### src/rtl/fetch_unit_pkg.sv
// ============================================================================
// Module      : fetch_unit_pkg
// Description : Shared constants and the {pc, inst} entry type for the
//               instruction-fetch stage.
// Revision    : 1.0 - initial release
// ============================================================================
`default_nettype none

package fetch_unit_pkg;

    localparam int          c_INST_W   = 32;
    localparam logic [31:0] c_NOP      = 32'h0000_0013;
    localparam logic [31:0] c_RESET_PC = 32'h0000_0000;
    localparam logic [31:0] c_PC_STEP  = 32'd4;

    typedef struct packed {
        logic [31:0]         pc;
        logic [c_INST_W-1:0] inst;
    } fetch_entry_t;

    // Sequential fetch address; wraps modulo 2^32.
    function automatic logic [31:0] next_pc(input logic [31:0] pc);
        return pc + c_PC_STEP;
    endfunction

endpackage

`default_nettype wire

### src/rtl/fetch_unit_fifo.sv
// ============================================================================
// Module      : fetch_fifo
// Description : Parameterised synchronous prefetch FIFO holding {pc, inst}
//               entries, with push, pop, flush and occupancy count.
// Revision    : 1.0 - initial release
// ============================================================================
`default_nettype none

module fetch_fifo
    import fetch_unit_pkg::*;
#(
    parameter int DEPTH = 2
) (
    input  logic                       clk,
    input  logic                       reset,
    input  logic                       push,
    input  logic                       pop,
    input  logic                       flush,
    input  fetch_entry_t               wdata,
    output logic [$clog2(DEPTH):0]     count,
    output logic                       empty,
    output fetch_entry_t               head
);

    localparam int                 c_PTR_W = $clog2(DEPTH);
    localparam logic [c_PTR_W:0]   c_FULL  = (c_PTR_W+1)'(DEPTH);

    fetch_entry_t               r_mem [DEPTH];
    logic [c_PTR_W-1:0]         r_wr_ptr;
    logic [c_PTR_W-1:0]         r_rd_ptr;
    logic [c_PTR_W:0]           r_count;
    logic                       w_push;
    logic                       w_pop;

    // A full FIFO still accepts a push when the head leaves in the same cycle.
    assign w_pop  = pop  & (r_count != '0);
    assign w_push = push & ((r_count != c_FULL) | w_pop);

    always_ff @(posedge clk) begin
        if (reset) begin
            r_wr_ptr <= '0;
            r_rd_ptr <= '0;
            r_count  <= '0;
        end else if (flush) begin
            r_rd_ptr <= r_wr_ptr;
            r_count  <= '0;
        end else begin
            if (w_push) begin
                r_wr_ptr <= r_wr_ptr + 1'b1;
            end
            if (w_pop) begin
                r_rd_ptr <= r_rd_ptr + 1'b1;
            end
            if (w_push && !w_pop) begin
                r_count <= r_count + 1'b1;
            end else if (w_pop && !w_push) begin
                r_count <= r_count - 1'b1;
            end
        end
    end

    // Storage needs no reset: occupancy alone decides what is visible.
    always_ff @(posedge clk) begin
        if (!reset && !flush && w_push) begin
            r_mem[r_wr_ptr] <= wdata;
        end
    end

    assign count = r_count;
    assign empty = (r_count == '0);
    assign head  = r_mem[r_rd_ptr];

endmodule

`default_nettype wire

### src/rtl/fetch_unit.sv
// ============================================================================
// Module      : fetch_unit
// Description : Instruction-fetch stage: owns the fetch PC, registers memory
//               words into a prefetch FIFO and handles redirects.
//               Optional misaligned-target trap: FETCH_ALIGN_CHECK_EN.
// Revision    : 1.0 - initial release
// ============================================================================
`default_nettype none

module fetch_unit
    import fetch_unit_pkg::*;
#(
    parameter logic [31:0] RESET_PC = c_RESET_PC,
    parameter int          DEPTH    = 2
) (
    input  logic        clk,
    input  logic        reset,
    output logic [31:0] mem_pc,
    input  logic [31:0] mem_inst,
    output logic        if_valid,
    input  logic        if_ready,
    output logic [31:0] if_pc,
    output logic [31:0] if_inst,
    input  logic        redirect,
    input  logic [31:0] redirect_pc
`ifdef FETCH_ALIGN_CHECK_EN
    ,
    output logic        misalign_exc,
    output logic [31:0] misalign_pc
`endif
);

    localparam int               c_CNT_W = $clog2(DEPTH) + 1;
    localparam logic [c_CNT_W-1:0] c_FULL = c_CNT_W'(DEPTH);

    logic [31:0]          r_fetch_pc;
    logic [c_CNT_W-1:0]   w_count;
    logic                 w_empty;
    fetch_entry_t         w_head;
    fetch_entry_t         w_wdata;
    logic                 w_pop;
    logic                 w_push;
    logic                 w_stall;
    logic                 w_load_target;

`ifdef FETCH_ALIGN_CHECK_EN
    logic r_stall;
    logic w_misaligned;

    assign w_misaligned  = redirect & (redirect_pc[1:0] != 2'b00);
    assign w_stall       = r_stall;
    assign w_load_target = redirect & !w_misaligned;

    // A misaligned target parks fetch until the next redirect or reset.
    always_ff @(posedge clk) begin
        if (reset) begin
            r_stall      <= 1'b0;
            misalign_exc <= 1'b0;
            misalign_pc  <= 32'h0;
        end else begin
            misalign_exc <= w_misaligned;
            if (redirect) begin
                r_stall <= w_misaligned;
            end
            if (w_misaligned) begin
                misalign_pc <= redirect_pc;
            end
        end
    end
`else
    assign w_stall       = 1'b0;
    assign w_load_target = redirect;
`endif

    // A redirect flushes decode too, so any handshake in that cycle is void.
    assign w_pop   = if_valid & if_ready & !redirect;
    assign w_push  = !redirect & !w_stall & ((w_count < c_FULL) | w_pop);
    assign w_wdata = '{pc: r_fetch_pc, inst: mem_inst};

    always_ff @(posedge clk) begin
        if (reset) begin
            r_fetch_pc <= RESET_PC;
        end else if (w_load_target) begin
            r_fetch_pc <= redirect_pc & ~32'h3;
        end else if (w_push) begin
            r_fetch_pc <= next_pc(r_fetch_pc);
        end
    end

    fetch_fifo #(
        .DEPTH (DEPTH)
    ) u_fifo (
        .clk   (clk),
        .reset (reset),
        .push  (w_push),
        .pop   (w_pop),
        .flush (redirect),
        .wdata (w_wdata),
        .count (w_count),
        .empty (w_empty),
        .head  (w_head)
    );

    assign mem_pc   = r_fetch_pc;
    assign if_valid = !w_empty;
    assign if_pc    = w_empty ? 32'h0 : w_head.pc;
    assign if_inst  = w_empty ? c_NOP : w_head.inst;

endmodule

`default_nettype wire

### config.mk
export PLATFORM = sky130hd
export DESIGN_NAME = fetch_unit
export DESIGN_NICKNAME = d
export VERILOG_FILES = /design/src/rtl/fetch_unit_pkg.sv /design/src/rtl/fetch_unit_fifo.sv /design/src/rtl/fetch_unit.sv
export SDC_FILE = /design/constraint.sdc
export NUM_CORES = 1
export LEC_CHECK = 0
export BUFFER_PORTS_ARGS = -buffer_cell sky130_fd_sc_hd__clkbuf_2
export CAP_MARGIN = 20
export CORE_UTILIZATION = 48
export CTS_CLUSTER_SIZE = 24
export DETAILED_ROUTE_END_ITERATION = 10
export PLACE_DENSITY = 0.68
export REMOVE_ABC_BUFFERS = 1
export SLEW_MARGIN = 25
export SYNTH_ARGS = -nofsm -noshare
export SYNTH_HDL_FRONTEND = slang
export SYNTH_HIERARCHICAL = 1
export SYNTH_SLANG_ARGS = --single-unit
### constraint.sdc
create_clock -name clk -period 6.6 [get_ports clk]
set_clock_uncertainty 0.2 [all_clocks]
set_input_delay 0.66 -clock clk [delete_from_list [all_inputs] [get_ports clk]]
set_output_delay 0.66 -clock clk [all_outputs]
set_load 0.05 [all_outputs]
==> results of run 1 <==
kinds of logic after synthesis:
family	after synthesis	share of synthesized area, %
simple gates	202	15.8
compound gates	71	7.74
fa+ha+maj	2	0.341
mux	64	9.83
xor+xnor	7	0.836
other cells	1	0.0511
flops	163	62.0
buf+inv	55	3.48
stage by stage:
step | instances | setup WS (ns) | hold slack, ns | power [mW] | utilization [%]
6_report | 910 | 3.07 | 0.228 | 2.55 | 60.3
4_1_cts | 910 | 3.10 | 0.209 | 2.57 | 60.3
5_1_grt | 910 | 2.83 | 0.210 | 2.64 | 60.3
3_3_place_gp | 878 | 2.74 | 0.287 | 1.55 | 56.1
3_5_place_dp | 878 | 2.65 | 0.301 | 1.56 | 56.1
2_1_floorplan | 531 | 0.230 | 0.277 | 1.45 | -
power breakdown:
part           total, mW  internal [mW]  switching [mW]
Clock               1.01          0.607           0.407
Sequential          1.19           1.15          0.0448
Combinational      0.345          0.103           0.242
worst reg2reg max path: stages (launching register included):
cell	delay [ns]
dfxtp_1	0.68
nor2_4	0.05
or3b_1	0.58
a21oi_1	0.25
nand2b_1	0.14
nor4_4	0.71
buf_12	0.40
placed cells by master (no fill, tap or decap), types with 4 or more instances in the layout:
cell | Yosys | layout
a2111oi_1 | 5 | 5
a2111oi_0 | 7 | 7
a311oi_1 | 10 | 10
or2_2 | 4 | 4
clkbuf_2 | 0 | 160
and3_1 | 8 | 7
dfxtp_1 | 35 | 34
nand4_1 | 12 | 12
xnor2_1 | 5 | 5
or4_1 | 6 | 6
a211oi_1 | 6 | 6
clkbuf_16 | 0 | 19
nor4_1 | 13 | 13
conb_1 | 1 | 6
nor3_1 | 4 | 4
nand2_1 | 23 | 23
nor2_1 | 36 | 35
inv_1 | 16 | 16
nand3_1 | 8 | 8
nor2b_1 | 70 | 70
mux2_2 | 64 | 64
o41a_1 | 6 | 6
inv_6 | 0 | 5
o31ai_1 | 6 | 6
edfxtp_1 | 128 | 128
a21oi_1 | 10 | 10
flip-flops by register name, summed over array words and instances, names as in the netlist, named ones only:
register / count
u_fifo/r_mem: 128
mem_pc: 30
u_fifo/count: 2
u_fifo/r_rd_ptr: 1
u_fifo/r_wr_ptr: 1
final timing paths:
check | to | slack [ns] | cells past startpoint
max | u_fifo/r_mem[0][19] | 3.07 | 6
min | u_fifo/r_mem[0][8] | 0.23 | 1
max reg2reg | u_fifo/r_mem[0][19] | 3.23 | 6
min reg2reg | u_fifo/r_mem[1][63] | 0.32 | 0
cell type report:
type | instances | area, um^2 | share of cell area [%]
Clock buffer | 19 | 475 | 5.36
Tap cell | 184 | 230 | 2.60
Clock inverter | 13 | 143 | 1.61
Inverter | 16 | 60.1 | 0.677
Multi-Input combinational cell | 352 | 2570 | 29.0
Sequential cell | 163 | 4550 | 51.3
Timing Repair Buffer | 163 | 836 | 9.43
routing by layer:
metal,share of wire [%],routed length (um),GRT usage (%)
met1,43,7010,27.2
met2,49,7840,35.5
met3,5.9,949,4.46
met4,2.0,320,8.61
met5,0,0,0
==> metrics.cfg, run 1 <==
[timing]
finalSetupTns_ns=0
post-route-period-util_pct=53.5
relSlewSlack_pct=31.4
slew_violations=0
period_needed_ns=3.53
worst_pin_slew_ns=1.03
hold_violations=0
setup_viol=0
rsz0062_at_grt=false
max_freq_mhz=283

[floorplanning]
die_y_um=126
start_util_pct=49.9
rows=44
die_x_um=126
die_area_um2=15800
io_pins=165
coreArea_um2=14700

[routing]
viasPerCell=5.61
num_vias=5102
initialDrtViolationCount=477
avgRoutedWirePerCell_um=17.7
drtPass1Iterations=9
drc_errors=15
wl_mm=16.1
postRouteAntennaNets=0

[synthesis]
synth-edff-count=128
synth.largest_area_cell=edfxtp_1
yosysMostFrequentCell=edfxtp_1
ys_top_cells_by_count=edfxtp_1, nor2b_1, mux2_2, nor2_1, dfxtp_1
syn_area_um2=7330
synth.distinct_cells=58
async_flop_share_pct=0
ys_ff_latch=163
ys_seq_area_share_pct=62.0
syn_avg_cell_area_um2=13.0
synthTopCellsByArea=edfxtp_1, mux2_2, dfxtp_1, nor2b_1, nor2_1
synth_top_area_share_pct=52.4
synth_warnings=6
synthCells=565
ys.flop_type=edfxtp_1

[setup_path]
start_kind=input port
arrival_ns=3.42
crit_family=simple AND/OR/NAND/NOR gates
cp-startpoint=redirect
crit_type=in2reg
crit_path_end_kind=flop
crit_chain=clkbuf_2, or3b_1, a21oi_1, nand2b_1, nor4_4, buf_12
rr_startpoint=u_fifo/count[1]
critPathSlowestCell=or3b_1
crit_buf_inv=2
critical_path_peak_fanout=55
cp.required_ns=6.49
crit_path_max_incr_delay_ns=0.74

[grt]
grt_pass1_wl_mm=26.0
grt-ovfl-total=0
antenna_found_initial=0
grt_pass1_vias=5122
track_usage_pct=21.3
grt_max_degree=66

[job]
max_cap_viol_count=0

[power_and_ir_drop]
peakVddDrop_uv=170
p_per_area_nw_per_um2=287
leakagePower_nw=3.26

[cts]
cts_tree=done
htreeDepth=4
worstSkewPairLatency_ns=0.42
post_cts_buffers=0
cts_resized=0
ctsRootBufferMaster=clkbuf_16
cts_sinks=163
cts_hold_repair.buffers=0
cts_buffer_depth=2
cts_buffers=17
clk_pin_slew_ns=0.06

[placement]
postPlaceCellArea_um2=8250
numPortBuffers=160
gp_congestion=0.809
dp_hpwl_mm=10.0

[hold_path]
hold_start=mem_inst[8]
min_path_type=in2reg

[finish]
area_growth_pct=20.9
antennaDiodeCount=0
nets=783
drive_gt1_share_pct=37.7
final_area_um2=8870
fill_cells=1182

[run_status]
violations=DRC
outcome=complete, but fails checks

(Power assumes the default switching activity.)
==> inputs of run 2 (changes only) <==
ABC_AREA = 1   (was unset)
PLACE_DENSITY = 0.7   (was 0.68)
clock period = 3.2 ns   (was 6.6 ns; I/O delays follow)
==> metrics.cfg, run 2 <==
[cts]
htreeDepth=4  ; unchanged
worstSkewPairLatency_ns=0.42  ; about the same
cts_buffer_depth=2  ; unchanged
cts_sinks=163  ; unchanged
cts_tree=done  ; unchanged
post_cts_buffers=0  ; unchanged
cts_buffers=17  ; unchanged
clk_pin_slew_ns=0.06  ; about the same
ctsRootBufferMaster=clkbuf_16  ; unchanged

[synthesis]
syn_avg_cell_area_um2=10.8  ; was 13.0 um^2
ys_seq_area_share_pct=57.7  ; was 62.0%
synth.distinct_cells=35  ; was 58
synth-edff-count=128  ; unchanged
yosysMostFrequentCell=edfxtp_1  ; unchanged
async_flop_share_pct=0  ; unchanged
syn_area_um2=7880  ; was 7330 um^2
ys_ff_latch=163  ; unchanged
synth_warnings=6  ; unchanged
ys_top_cells_by_count=edfxtp_1, nand2_1, inv_1, nor2_1, mux2_4  ; was edfxtp_1, nor2b_1, mux2_2, nor2_1, dfxtp_1
synthTopCellsByArea=edfxtp_1, mux2_4, dfxtp_1, nand2_1, inv_1  ; was edfxtp_1, mux2_2, dfxtp_1, nor2b_1, nor2_1
synth_top_area_share_pct=48.8  ; was 52.4%
synthCells=730  ; was 565
synth.largest_area_cell=edfxtp_1  ; unchanged
ys.flop_type=edfxtp_1  ; unchanged

[grt]
antenna_found_initial=0  ; unchanged
grt-ovfl-total=0  ; unchanged
track_usage_pct=20.9  ; was 21.3%
grt_max_degree=65  ; was 66
grt_pass1_wl_mm=26.4  ; was 26.0 mm
grt_pass1_vias=5451  ; was 5122

[setup_path]
r2r_cells=13  ; was 6
rr_startpoint=u_fifo/count[1]  ; unchanged
start_kind=flop  ; was input port
critical_path_peak_fanout=24  ; was 55
cp-endpoint=if_pc[30]  ; was u_fifo/r_mem[0][19]
crit_type=reg2out  ; was in2reg
crit_family=buffers and inverters  ; was simple AND/OR/NAND/NOR gates
cp.depth=5  ; was 6
cp.required_ns=2.68  ; was 6.49 ns
arrival_ns=2.18  ; was 3.42 ns
critPathSlowestCell=dfxtp_4  ; was or3b_1
crit_path_max_incr_delay_ns=0.63  ; was 0.74 ns
crit_path_end_kind=primary output  ; was flop
r2r_end=u_fifo/r_mem[0][56]  ; was u_fifo/r_mem[0][19]
crit_chain=buf_4, mux2_4, inv_1, nor2_1, clkbuf_2  ; was clkbuf_2, or3b_1, a21oi_1, nand2b_1, nor4_4, buf_12
r2r_setup_slack_ns=0.61  ; was 3.23 ns
crit_buf_inv=3  ; was 2

[routing]
num_vias=5681  ; was 5102
avgRoutedWirePerCell_um=14.7  ; was 17.7 um
viasPerCell=4.85  ; was 5.61
drc_errors=0  ; was 15
drtPass1Iterations=5  ; was 9
initialDrtViolationCount=386  ; was 477
wl_mm=17.2  ; was 16.1 mm
postRouteAntennaNets=0  ; unchanged

[timing]
worst_pin_slew_ns=0.697  ; was 1.03 ns
finalSetupTns_ns=0  ; unchanged
post-route-period-util_pct=84.2
max_freq_mhz=371
relSlewSlack_pct=53.6  ; was 31.4%
setup_ws_ns=0.505  ; was 3.07 ns
slew_violations=0  ; unchanged
setup_viol=0  ; unchanged
period_needed_ns=2.70
rsz0062_at_grt=false  ; unchanged
hold_violations=0  ; unchanged

[placement]
postPlaceCellArea_um2=8870  ; was 8250 um^2
gp_congestion=0.845  ; was 0.809
pre_cts_slack_ns=0.692  ; was 2.65 ns
numPortBuffers=160  ; unchanged
dp_hpwl_mm=11.5  ; was 10.0 mm

[finish]
drive_gt1_share_pct=32.1  ; was 37.7%
top_register=u_fifo/r_mem  ; unchanged
nets=1014  ; was 783
area_growth_pct=26.3  ; was 20.9%
final_cell_mix=clkbuf_2, edfxtp_1, nand2_1  ; was clkbuf_2, edfxtp_1, nor2b_1
final_area_um2=9950  ; was 8870 um^2
antennaDiodeCount=0  ; unchanged
fill_cells=1314  ; was 1182
largest_reg_flops=128  ; unchanged
mostFrequentLayoutCell=clkbuf_2  ; unchanged

[floorplanning]
start_util_pct=49.4  ; was 49.9%
coreArea_um2=15900  ; was 14700 um^2
die_y_um=130  ; was 126 um
rows=46  ; was 44
io_pins=165  ; unchanged
die_x_um=130  ; was 126 um
die_area_um2=16900  ; was 15800 um^2

[hold_path]
min_path_type=in2reg  ; unchanged

[power_and_ir_drop]
leakagePower_nw=4.37  ; was 3.26 nW
peakVddDrop_uv=379  ; was 170 uV
p_per_area_nw_per_um2=552  ; was 287 nW/um^2

[run_status]
outcome=complete, no violations  ; was complete, but fails checks

[job]
max_cap_viol_count=0  ; unchanged

## run 2: layout make-up
cell class              instances  area [um^2]  share of cell area [%]
well taps                     216          270                    2.72
repair buffers                215         1340                    13.5
inverters                     124          465                    4.68
clock buffers                  18          429                    4.31
clock inverters                13          231                    2.33
flip-flops and latches        163         4550                    45.7
multi-input cells             423         2660                    26.8
## run 2: logic make-up after synthesis
family / share of synthesized area [%]
AOI/OAI and AO/OA: 4.22
muxes: 12.0
DFF: 57.7
adders and majority gates: 0.318
other: 0.0476
xor gates and xnor gates: 1.00
buffers and inverters: 8.81
and+or+nand+nor: 15.9
## run 2: layer usage
| metal | share of wire [%] | GRT usage, % |
|---|---|---|
| met2 | 48 | 35.5 |
| met1 | 44 | 25.9 |
| met3 | 6.0 | 4.63 |
| met4 | 1.7 | 7.73 |
| met5 | 0 | 0 |
## run 2: power breakdown
group	internal, mW	total, mW	switching, mW
Clock	1.46	2.27	0.812
Sequential	2.36	2.43	0.0716
Combinational	0.263	0.795	0.532
## run 2: worst register-to-register path: cells and delay by family, from the launching register on
family	cells	cell delay, ns
buf+inv	7	0.82
simple gates	5	0.49
flops	1	0.43
compound gates	1	0.27
## run 2: what timing repair did
| action | 4_1_cts | 5_1_grt |
|---|---|---|
| hold endpoints to repair | 74 | 0 |
| resized for setup | 0 | 0 |
| hold buffers | 42 | 0 |
## run 2: metrics by stage
| step | cells | utilization (%) | hold WS (ns) | total power [mW] |
|---|---|---|---|---|
| 6_report | 1172 | 62.4 | 0.0217 | 5.50 |
| 4_1_cts | 1172 | 62.4 | 0.00688 | 5.53 |
| 3_5_place_dp | 1099 | 55.6 | 0.282 | 3.23 |
| 3_3_place_gp | 1099 | 55.6 | 0.277 | 3.22 |
| 5_1_grt | 1172 | 62.4 | 0.0313 | 5.68 |
| 2_1_floorplan | 710 | - | 0.182 | 3.02 |
## run 2: worst min path at each step
stage	from	to	slack, ns	cells past startpoint
finish	redirect_pc[10]	mem_pc[10]	0.02	3
global route	redirect_pc[6]	mem_pc[6]	0.03	3
CTS	redirect_pc[10]	mem_pc[10]	0.007	3
detailed placement	u_fifo/count[0]	u_fifo/count[0]	0.28	1
global placement	u_fifo/count[0]	u_fifo/count[0]	0.28	1
floorplan	reset	mem_pc[14]	0.18	1
==> inputs of run 3 (changes only) <==
ABC_AREA = 0   (was 1)
PLACE_DENSITY = 0.71   (was 0.7)
clock period = 2.3 ns   (was 3.2 ns; I/O delays follow)
==> metrics.cfg, run 3 (synthesis gave the netlist of run 1 again) <==
[routing]
drc_errors=15  ; was 0
postRouteAntennaNets=0  ; unchanged
wl_mm=18.8  ; was 17.2 mm
initialDrtViolationCount=459  ; was 386
avgRoutedWirePerCell_um=18.3  ; was 14.7 um
drtPass1Iterations=9  ; was 5
num_vias=5675  ; was 5681
viasPerCell=5.51  ; was 4.85

[cts]
ctsRootBufferMaster=clkbuf_16  ; unchanged
htreeDepth=4  ; unchanged
cts_tree=done  ; unchanged
worstSkewPairLatency_ns=0.42  ; about the same
cts_buffer_depth=2  ; unchanged
cts_buffers=17  ; unchanged
clk_pin_slew_ns=0.06  ; about the same
cts_sinks=163  ; unchanged

[power_and_ir_drop]
peakVddDrop_uv=590  ; was 379 uV
leakagePower_nw=3.88  ; was 4.37 nW
finalPower_mw=7.49  ; was 5.50 mW
p_per_area_nw_per_um2=738  ; was 552 nW/um^2

[finish]
antennaDiodeCount=0  ; unchanged
nets=903  ; was 1014
drive_gt1_share_pct=41.3  ; was 32.1%
utilization_pct=69.0  ; was 62.4%
top_register=u_fifo/r_mem  ; unchanged
instances_no_fill=1030  ; was 1172
largest_reg_flops=128  ; unchanged
mostFrequentLayoutCell=clkbuf_2  ; unchanged
final_cell_mix=clkbuf_2, edfxtp_1, nor2b_1  ; was clkbuf_2, edfxtp_1, nand2_1
area_growth_pct=38.3  ; was 26.3%

[run_status]
outcome=complete, but fails checks  ; was complete, no violations
violations=DRC

[timing]
setup_ws_ns=0.0432  ; was 0.505 ns
post-route-period-util_pct=98.1
period_needed_ns=2.26
setup_viol=0  ; unchanged
slew_violations=0  ; unchanged
max_freq_mhz=443
relSlewSlack_pct=65.9  ; was 53.6%
worst_pin_slew_ns=0.512  ; was 0.697 ns
finalSetupTns_ns=0  ; unchanged
rsz0062_at_grt=true  ; was false
hold_violations=0  ; unchanged

[setup_path]
critical_path_peak_fanout=5  ; was 24
arrival_ns=2.40  ; was 2.18 ns
r2r_end=u_fifo/count[1]  ; was u_fifo/r_mem[0][56]
crit_path_end_kind=flop  ; was primary output
r2r_setup_slack_ns=0.04  ; was 0.61 ns
r2r_cells=7  ; was 13
start_kind=flop  ; unchanged
crit_type=reg2reg  ; was reg2out
rr_startpoint=u_fifo/count[0]  ; was u_fifo/count[1]
cp.required_ns=2.44  ; was 2.68 ns

[floorplanning]
rows=44  ; was 46
start_util_pct=49.9  ; was 49.4%
die_y_um=126  ; was 130 um
coreArea_um2=14700  ; was 15900 um^2
io_pins=165  ; unchanged
die_area_um2=15800  ; was 16900 um^2
die_x_um=126  ; was 130 um

[grt]
track_usage_pct=23.5  ; was 20.9%
grt_pass1_vias=5717  ; was 5451
antenna_found_initial=0  ; unchanged
grt-ovfl-total=0  ; unchanged
grt_pass1_wl_mm=28.5  ; was 26.4 mm
grt_max_degree=66  ; was 65

[hold_path]
hold_start=redirect_pc[17]  ; was redirect_pc[10]
min_path_type=in2reg  ; unchanged
whs_path_depth=4  ; was 3
hold_end=mem_pc[17]  ; was mem_pc[10]

[placement]
dpl.cell_count=927  ; was 1099
numPortBuffers=160  ; unchanged
pre_cts_slack_ns=-0.0894  ; was 0.692 ns
dp_hpwl_mm=11.5  ; about the same
gp_congestion=0.855  ; was 0.845

[job]
max_cap_viol_count=0  ; unchanged

## run 3: cell types whose count changed in the layout (fill, tap and decap cells not counted), sizes merged, moves of 8 or more
cell	delta
and3	+8
nand2	-106
nand4	+11
nor4	+14
nor2b	+70
a21oi	-13
nand3	-30
o21ai	-21
a311oi	+10
a2111oi	+12
inv	-107
buf	+54
dlygate4sd3	+19
nor2	-67
## run 3: worst max path at each step
stage          slack [ns]                 end  cells after the start       startpoint
5_1_grt             -0.06          mem_pc[27]                      4       mem_pc[14]
3_5_place_dp        -0.09     u_fifo/count[1]                      7  u_fifo/count[0]
4_1_cts             0.003          mem_pc[20]                      5       mem_pc[13]
3_3_place_gp         0.02     u_fifo/count[1]                      7  u_fifo/count[0]
6_report             0.04     u_fifo/count[1]                      7  u_fifo/count[0]
2_1_floorplan       -4.07  u_fifo/r_mem[0][0]                      5  u_fifo/count[1]
## run 3: per-layer routing
layer	vias up	global-route usage (%)	wire, um
met2	227	40.9	9210
met5	-	0	0
met4	0	9.54	469
met3	37	5.40	1180
li1	2658	-	-
met1	2753	28.3	7950
## run 3: area by class of cell
cell class / instances / area (um^2)
clock inverters: 15 / 164
well taps: 184 / 230
multi-input cells: 352 / 2700
fillers: 1066 / 4560
clock buffers: 17 / 425
repair buffers: 283 / 2010
flip-flops and latches: 163 / 4550
inverters: 16 / 60.1
## run 3: timing repair
action	in CTS	in global routing
resized for setup	15	30
hold buffers	61	0
setup buffers	3	4
hold endpoints to repair	93	0
pin swaps	1	7
gates cloned	0	3
setup endpoints to repair	190	95
## run 3: stage by stage
stage | cell area, um^2 | hold slack, ns
floorplan | 7160 | 0.0991
detailed placement | 8670 | 0.223
global route | 10100 | 0.0437
CTS | 9940 | 0.00731
global placement | 8670 | 0.221
finish | 10100 | 0.0301
## run 3: critical path: stages, from the launching register on
cell and delay [ns]:
dfxtp_2 0.35, nor2_4 0.05, or3b_4 0.41, a21oi_4 0.18, nor2b_4 0.18, ha_1 0.24, or3_1 0.38, a21boi_1 0.18
## run 3: where the power goes
group	switching (mW)	internal, mW	total (mW)
clock	1.16	1.70	2.86
combinational	0.834	0.454	1.29
sequential	0.0529	3.29	3.34
total	2.05	5.44	7.49
